### src/rtl/count_set_sequencer.sv
// Purpose: buffers counter load requests and replays them as spaced, one-cycle set pulses.
// Latency: a command pushed into an empty, idle sequencer drives set one cycle after the next edge.
// Backpressure: cmd_ready drops while the FIFO holds DEPTH entries; issue can also stall on zero.
module count_set_sequencer #(
  parameter int DEPTH     = 4,
  parameter int GAP       = 2,
  parameter bit WAIT_ZERO = 1'b0
) (
  input  logic                     clk,
  input  logic                     rst,
  input  logic                     cmd_valid,
  input  logic [3:0]               cmd_num,
  output logic                     cmd_ready,
  input  logic                     zero,
  output logic                     set,
  output logic [3:0]               set_num,
  output logic                     busy,
  output logic [$clog2(DEPTH):0]   level,
  output logic [7:0]               issued_cnt
);

  localparam int AW = $clog2(DEPTH);
  localparam int LW = AW + 1;
  localparam logic [LW-1:0] FULL   = LW'(DEPTH);
  localparam logic [3:0]    GAP_LD = 4'(GAP);

  typedef enum logic [1:0] {
    S_IDLE,
    S_GAP,
    S_WAITZ
  } state_t;

  // State entered right after an issue: spacing first, then the zero wait, else straight back.
  localparam state_t EXIT_ST = (GAP > 0) ? S_GAP : (WAIT_ZERO ? S_WAITZ : S_IDLE);

  state_t          state;
  logic [3:0]      gap_cnt;
  logic [3:0]      mem [DEPTH];
  logic [AW-1:0]   rd_ptr;
  logic [AW-1:0]   wr_ptr;
  logic            push;
  logic            pop;
  logic            nonempty;

  // Ready is a pure function of the registered occupancy, so a full FIFO never
  // accepts even when a pop happens in the same cycle.
  assign cmd_ready = (level != FULL);
  assign push      = cmd_valid && cmd_ready;
  assign nonempty  = (level != '0);
  assign busy      = (state != S_IDLE) || nonempty;

  // Issue decision: pops the FIFO head in the cycle the FSM allows a new pulse.
  always_comb begin
    pop = 1'b0;
    case (state)
      S_IDLE:  pop = nonempty;
      S_GAP:   pop = (gap_cnt == 4'd0) && !WAIT_ZERO && nonempty;
      S_WAITZ: pop = zero && nonempty;
      default: pop = 1'b0;
    endcase
  end

  // FIFO storage; contents need no reset since level/pointers gate every read.
  always_ff @(posedge clk) begin
    if (push) begin
      mem[wr_ptr] <= cmd_num;
    end
  end

  // FIFO pointers and occupancy.
  always_ff @(posedge clk) begin
    if (rst) begin
      rd_ptr <= '0;
      wr_ptr <= '0;
      level  <= '0;
    end else begin
      if (push) begin
        wr_ptr <= wr_ptr + AW'(1);
      end
      if (pop) begin
        rd_ptr <= rd_ptr + AW'(1);
      end
      case ({push, pop})
        2'b10:   level <= level + LW'(1);
        2'b01:   level <= level - LW'(1);
        default: level <= level;
      endcase
    end
  end

  // Issue FSM with registered strobe, load value and pulse counter.
  // gap_cnt is loaded with GAP on issue; the pulse cycle itself counts as the
  // first GAP-state cycle, so the next issue lands exactly GAP+1 edges later.
  always_ff @(posedge clk) begin
    if (rst) begin
      state      <= S_IDLE;
      gap_cnt    <= 4'd0;
      set        <= 1'b0;
      set_num    <= 4'd0;
      issued_cnt <= 8'd0;
    end else begin
      set <= pop;
      if (pop) begin
        set_num    <= mem[rd_ptr];
        issued_cnt <= issued_cnt + 8'd1;
        state      <= EXIT_ST;
        gap_cnt    <= GAP_LD;
      end else begin
        case (state)
          S_GAP: begin
            if (gap_cnt == 4'd0) begin
              state <= WAIT_ZERO ? S_WAITZ : S_IDLE;
            end else begin
              gap_cnt <= gap_cnt - 4'd1;
            end
          end
          S_WAITZ: begin
            // zero with nothing queued releases the FSM so the next command
            // issues without another zero handshake.
            if (zero) begin
              state <= S_IDLE;
            end
          end
          default: state <= state;
        endcase
      end
    end
  end

endmodule

### config.mk
export PLATFORM = sky130hd
export DESIGN_NAME = count_set_sequencer
export DESIGN_NICKNAME = d
export VERILOG_FILES = /design/src/rtl/count_set_sequencer.sv
export SDC_FILE = /design/constraint.sdc
export NUM_CORES = 1
export LEC_CHECK = 0
export CORE_UTILIZATION = 50
export DETAILED_ROUTE_END_ITERATION = 6
export PLACE_DENSITY = 0.8
export REMOVE_ABC_BUFFERS = 1
export SYNTH_ARGS = -nofsm -noshare
export SYNTH_HDL_FRONTEND = slang
export SYNTH_SLANG_ARGS = --single-unit
### constraint.sdc
create_clock -name clk -period 3.4 [get_ports clk]
set_input_delay 0.34 -clock clk [delete_from_list [all_inputs] [get_ports clk]]
set_output_delay 0.34 -clock clk [all_outputs]
set_load 0.005 [all_outputs]
==> results.md, run 1 <==
* Initial antenna violation count at 0
* Clock Tree Root: clkbuf_4
* Max-cap viol count at 0
* R2R Path End: level[2]
* Leak at ~0.8 nW
* Cells on worst reg2reg path at 10
* Initial detailed-routing violation count at 53
* Filler Cells Inserted at 284
* Drt wl/cell at 14.3 µm
* CP Cell Sequence: inv_1, ha_1, or3b_1, a21oi_2, ha_1, inv_1, fa_1, xor2_1, or3_1, a21oi_1
* Pin count of the biggest net entering global routing at 15
* Nets at roughly 200
* RePlAce Congestion at 0.807
* Via/cell ratio at ~5.4
* Post-place instance area at 2110 µm²
* Vias in the first global route at 1,289
* Top cells by area, synth: dfxtp_1, edfxtp_1, mux4_2
* Fin Hold WS at 0.500 ns
* Worst clock skew at 0.00888 ns
* Slew @ Worst Pin at 0.588 ns
* Leading area contributor after synthesis: dfxtp_1
* Most common library cells after synthesis: dfxtp_1, nor2_1, edfxtp_1, inv_1, xnor2_1
* I/O Buffers at 24
* Worst R2R Setup Slack at 0.60 ns
* Inserted Diodes at 0
* CP required at 3.66 ns
* Tightest Hold Check Type: reg2reg
* Fraction of layout cells with a size suffix above 1 at 11.5%
* Area Overhead vs Synth at 19.2%
* Cells after Synth at around 160
* Core box area at roughly 3400 µm²
* Max_slew headroom at 60.7%
* First-pass GRT wire length at 5690 µm
* TritonCTS clock tree: done
* Most common flop cell mapped by yosys: dfxtp_1
* Die area at 3920 µm²
* Endpoints failing setup at 0
* Pwr dens at about 750 nW/µm²
* Drt pass-1 iters at 4
* Min cycle time layout at 2.80 ns
* Cts repair resizes at 0
* Crit Path Class: reg2reg
* Critical Path End: level[2]
* CTS HTree Levels at 2
* Slowest stage cell, crit path: or3b_1
* Reg clk slew, reported paths at 0.11 ns
* DIE HEIGHT at 62.6 µm
* CP max FO at 10
* RSZ-0062 raised after global routing: false
* DP HPWL at 2470 µm
* CTS Sinks at 41
* Die width at 62.6 µm
* Non-filler instance count after layout at 228
* Fmax at about 0.36 GHz
* Routed Antenna Nets at 0
* Latest clock arrival within the worst-skew pair at 0.34 ns
* Final Slew Violations at 0
* Critical Path Start Type: register
* Post-synthesis cell type count at 34
* CTS buffer count at 5
* Critical Path Start: gap_cnt[0]
* CP endpoint kind: register
* Gr ovfl total at 0
* Mapped Area at 1830 µm²
* Post-CTS Setup Bufs at 0
* Num ports at 26
* Wirelength, routed at 3270 µm
* Status: complete, no violations
* FP Rows at 21
* Area share of the largest cell type after synthesis at 27.3%
* Post-synth ARST share at 0%
* Finished Cell Area at between 2000 and 2500 µm²
* Starting Density at 53.7%
* Crit share post-route at 82.4%
* Post-CTS Hold Fix Bufs at 0
* Post-synthesis sequential area ratio at 53.5%
* GRT Overall Usage at 18.6%
* Post-route DRC at 0
* Seq cells post-synth at 41
* Number of synthesized flops with an enable pin at 16
* Arrival @ worst endpoint at 3.06 ns
* Most numerous cell in the Yosys netlist: dfxtp_1
* Fin Setup TNS at 0 ns
* Via count at 1,234
* Total of warnings raised by yosys at 0
* Longest Clk Path Bufs at 2
* VDD IR max at 624 µV
* Crit path largest cell delay at 0.56 ns
* Avg Inst Size Synth at 11.8 µm²
* Inst Count DP at 220
* Endpoints failing hold at 0
* Crit Reg-Reg Startpoint: gap_cnt[0]
## metrics by stage
stage          utilization (%)  setup slack [ns]  power, mW
2_1_floorplan                -             0.508       1.10
3_3_place_gp              61.8             0.791       1.31
3_5_place_dp              61.8             0.653       1.35
4_1_cts                   64.0             0.597       1.65
5_1_grt                   64.0             0.410       1.76
6_report                  64.0             0.597       1.64
## worst min-delay path by stage
stage	depth (start not counted)	slack (ns)	startpoint	to
after CTS	2	0.49	gap_cnt[2]	gap_cnt[2]
after detailed placement	2	0.48	gap_cnt[2]	gap_cnt[2]
after global placement	2	0.46	gap_cnt[2]	gap_cnt[2]
after floorplan	1	0.41	rst	gap_cnt[2]
after global routing	2	0.52	gap_cnt[2]	gap_cnt[2]
final	2	0.50	gap_cnt[2]	gap_cnt[2]
## final cells by class
class                   instances  area [µm²]  area share (%)
clock inverters                 2        35.0            1.60
flip-flops and latches         41         981            44.9
well taps                      46        57.6            2.63
clock buffers                   6        41.3            1.89
repair buffers                 27         263            12.0
inverters                      10        37.5            1.72
multi-input cells              96         771            35.3
## critical path: cells and delay by family, from the launching register on
kind / cells / cell delay (ns)
AOI/OAI and AO/OA: 2 / 0.42
xor gates and xnor gates: 1 / 0.18
adders and majority gates: 3 / 0.79
buffers and inverters: 2 / 0.16
DFF: 1 / 0.33
and+or+nand+nor: 2 / 0.86
## per-layer routing
metal  routed length (µm)  up-vias  GRT usage (%)  share of wire [%]
met1                 1370      602           20.8                 42
met2                 1770       29           34.9                 54
met3                  126        2           3.83                3.9
li1                     -      601              -                  -
met5                    0        -              0                  0
met4                    5        0           5.81               0.15
## flip-flops by register name (all words and copies together) (netlist names)
| name | cells |
|---|---|
| gap_cnt | 4 |
| issued_cnt | 8 |
| level | 3 |
| mem | 16 |
| rd_ptr | 2 |
| set | 1 |
| set_num | 4 |
| state | 1 |
| wr_ptr | 2 |
## cells in the final DEF (no fill, tap or decap), types with 2 or more instances in the layout
master,count
dfxtp_1,25
clkdlybuf4s50_1,24
nor2_1,19
edfxtp_1,16
inv_1,10
xnor2_1,9
ha_1,7
a211oi_1,6
a21oi_1,6
mux2i_1,6
and3_1,5
nand3_1,5
clkbuf_4,5
nand2_1,4
mux4_2,4
nor3_1,3
or3_1,3
buf_4,3
or3b_1,2
xor2_1,2
## where the power goes
group,internal (mW),switching (mW)
registers,0.612,0.116
logic,0.319,0.293
clock network,0.154,0.149
total,1.08,0.559
## cells by family (layout without fill, tap and decap cells)
family | after synthesis | count (layout) | synth area share, %
compound gates | 17 | 17 | 7.50
mux | 11 | 11 | 9.00
xor+xnor | 11 | 11 | 5.25
buf+inv | 18 | 45 | 4.50
flops | 41 | 41 | 53.5
simple gates | 49 | 49 | 14.4
fa+ha+maj | 8 | 8 | 5.87
No activity file was read; power rests on OpenSTA's default activity.
==> run 2, diff against run 1 <==
CORE_UTILIZATION = 48   (was 50)
clock period = 2.3 ns   (was 3.4 ns; I/O delays follow)
==> results.md, run 2 (synthesis results as in run 1) <==
* Status: complete, no violations
* Die area at about 4100 µm²
* Nets at 210
* Pwr dens at 1180 nW/µm²
* Fin Setup TNS at 0 ns
* Critical Path End: level[2]
* Max-cap viol count at 0
* Initial antenna violation count at 0
* FP Rows at 22
* CTS HTree Levels at 2
* Latest clock arrival within the worst-skew pair at 0.31 ns
* Switch share at about 33%
* Area of the multi-input gates at about 810 µm²
* Pin count of the biggest net entering global routing at 17
* Endpoints failing setup at 0
* Post-route DRC at 0
* Largest register by flop count: mem
* VDD IR max at 613 µV
* I/O Buffers at 24
* R2R Path End: level[2]
* Setup WS post-layout at 0.00215 ns
* TritonCTS clock tree: done
* Worst R2R Setup Slack at 0.002 ns
* Critical Path Start Type: register
* Combinational Power Share at 42.0%
* Non-filler instance count after layout at around 240
* Core box area at 3660 µm²
* Max reg flops at 16
* Min cycle time layout at 2.30 ns
* Vias in the first global route at between 1,000 and 1,500
* CP Cell Sequence: inv_2, ha_4, or3b_4, a21oi_4, ha_4, inv_2, fa_2, xor2_1, or3_1, a21oi_1
* CTS Sinks at 41
* Crit Reg-Reg Startpoint: gap_cnt[1]
* GRT Overall Usage at about a fifth
* FF+latch area at 983 µm²
* Starting Density at about 50%
* Slew @ Worst Pin at 0.451 ns
* Max_slew headroom at 69.7%
* Num ports at 26
* First-pass GRT wire length at 6080 µm
* Final Slew Violations at 0
* Crit Path Class: reg2reg
* Fraction of layout cells with a size suffix above 1 at 22.1%
* Leak at 0.861 nW
* Routed Antenna Nets at 0
* Clock Power Share at 21.1%
* Internal Power at between 1.5 and 2 mW
* Post-CTS Hold Fix Bufs at 0
* CP max FO at 2
* Most common cell after layout, fill and taps aside: clkdlybuf4s50_1
* Via/cell ratio at between 5 and 6
* Fmax at 0.435 GHz
* CP required at 2.54 ns
* Gr ovfl total at 0
* DIE HEIGHT at 63.8 µm
* CTS buffer count at 5
* Die width at 63.8 µm
* DP HPWL at around 2500 µm
* RePlAce Congestion at 0.769
* Arrival @ worst endpoint at 2.54 ns
* Area Overhead vs Synth at 28.7%
* Pre-CTS setup slack at -0.207 ns
* Sequential share of power at 36.9%
* Filler Cells Inserted at roughly 270
* Largest regs: mem x16, issued_cnt x8
* Most frequent cells in the layout: clkdlybuf4s50_1, dfxtp_1, nor2_1
* Inst Count DP at 232
* Reg clk slew, reported paths at 0.08 ns
* Drt wl/cell at 14.4 µm
* Clock Tree Root: clkbuf_8
* Via count at 1,265
* Crit path largest cell delay at 0.40 ns
* Switching power at around 0.92 mW
* Power Total at 2.79 mW
* Slowest stage cell, crit path: or3b_4
* CP endpoint kind: register
* Initial detailed-routing violation count at 48
* Worst clock skew at about 0.0043 ns
* Wirelength, routed at 3500 µm
* Endpoints failing hold at 0
* Critical Path Start: gap_cnt[1]
* Drt pass-1 iters at 4
* Inserted Diodes at 0
* Crit share post-route at between 90 and 100%
* Tightest Hold Check Type: reg2reg
* Cells on worst reg2reg path at 10
* RSZ-0062 raised after global routing: true
* Longest Clk Path Bufs at 2
run 2: timing repair:
| item | in CTS | in global routing |
|---|---|---|
| endpoints found under the setup margin | 1 | 2 |
| buffers inserted | 3 | 0 |
| pin swaps | 4 | 1 |
| resized for setup | 11 | 1 |
run 2: how the worst min path moves through the flow:
stage,endpoint,cells after the start,slack (ns),start
floorplan,gap_cnt[2],1,0.30,rst
finish,set_num[3],2,0.50,set_num[3]
global route,gap_cnt[2],2,0.53,gap_cnt[2]
CTS,gap_cnt[2],2,0.50,gap_cnt[2]
detailed placement,gap_cnt[2],2,0.48,gap_cnt[2]
global placement,gap_cnt[2],2,0.46,gap_cnt[2]
run 2: cell type report:
type	count	area share (%)
sequential	41	41.7
multi-input combinational	96	34.2
timing repair buffer	40	15.3
clock buffer	6	3.07
tap	48	2.54
clock inverter	2	1.64
inverter	10	1.59
run 2: layer usage:
metal	vias to the layer above	track usage [%]	routed length (µm)
li1	623	-	-
met1	608	22.0	1470
met2	25	35.2	1830
met3	9	4.29	91
met4	0	13.4	106
met5	-	0	0
run 2: power groups by stage:
stage / registers (mW) / logic, mW / clock network [mW]
2_1_floorplan: 1.06 / 0.563 / 0
3_3_place_gp: 1.03 / 0.994 / 0
3_5_place_dp: 1.04 / 1.05 / 0
4_1_cts: 1.03 / 1.15 / 0.599
5_1_grt: 1.05 / 1.29 / 0.625
6_report: 1.03 / 1.17 / 0.587
run 2: critical path, delay by kind of cell, from the launching register on:
kind,cells,cell delay [ns]
flops,1,0.33
fa+ha+maj,3,0.62
buf+inv,2,0.10
compound gates,2,0.29
simple gates,2,0.72
xor+xnor,1,0.17
run 2: per-stage QoR:
| step | hold WS, ns | cell area (µm²) | utilization, % |
|---|---|---|---|
| detailed placement | 0.478 | 2190 | 59.7 |
| CTS | 0.495 | 2350 | 64.2 |
| floorplan | 0.299 | 1790 | - |
| global placement | 0.461 | 2190 | 59.7 |
| finish | 0.496 | 2360 | 64.5 |
| global route | 0.527 | 2360 | 64.5 |
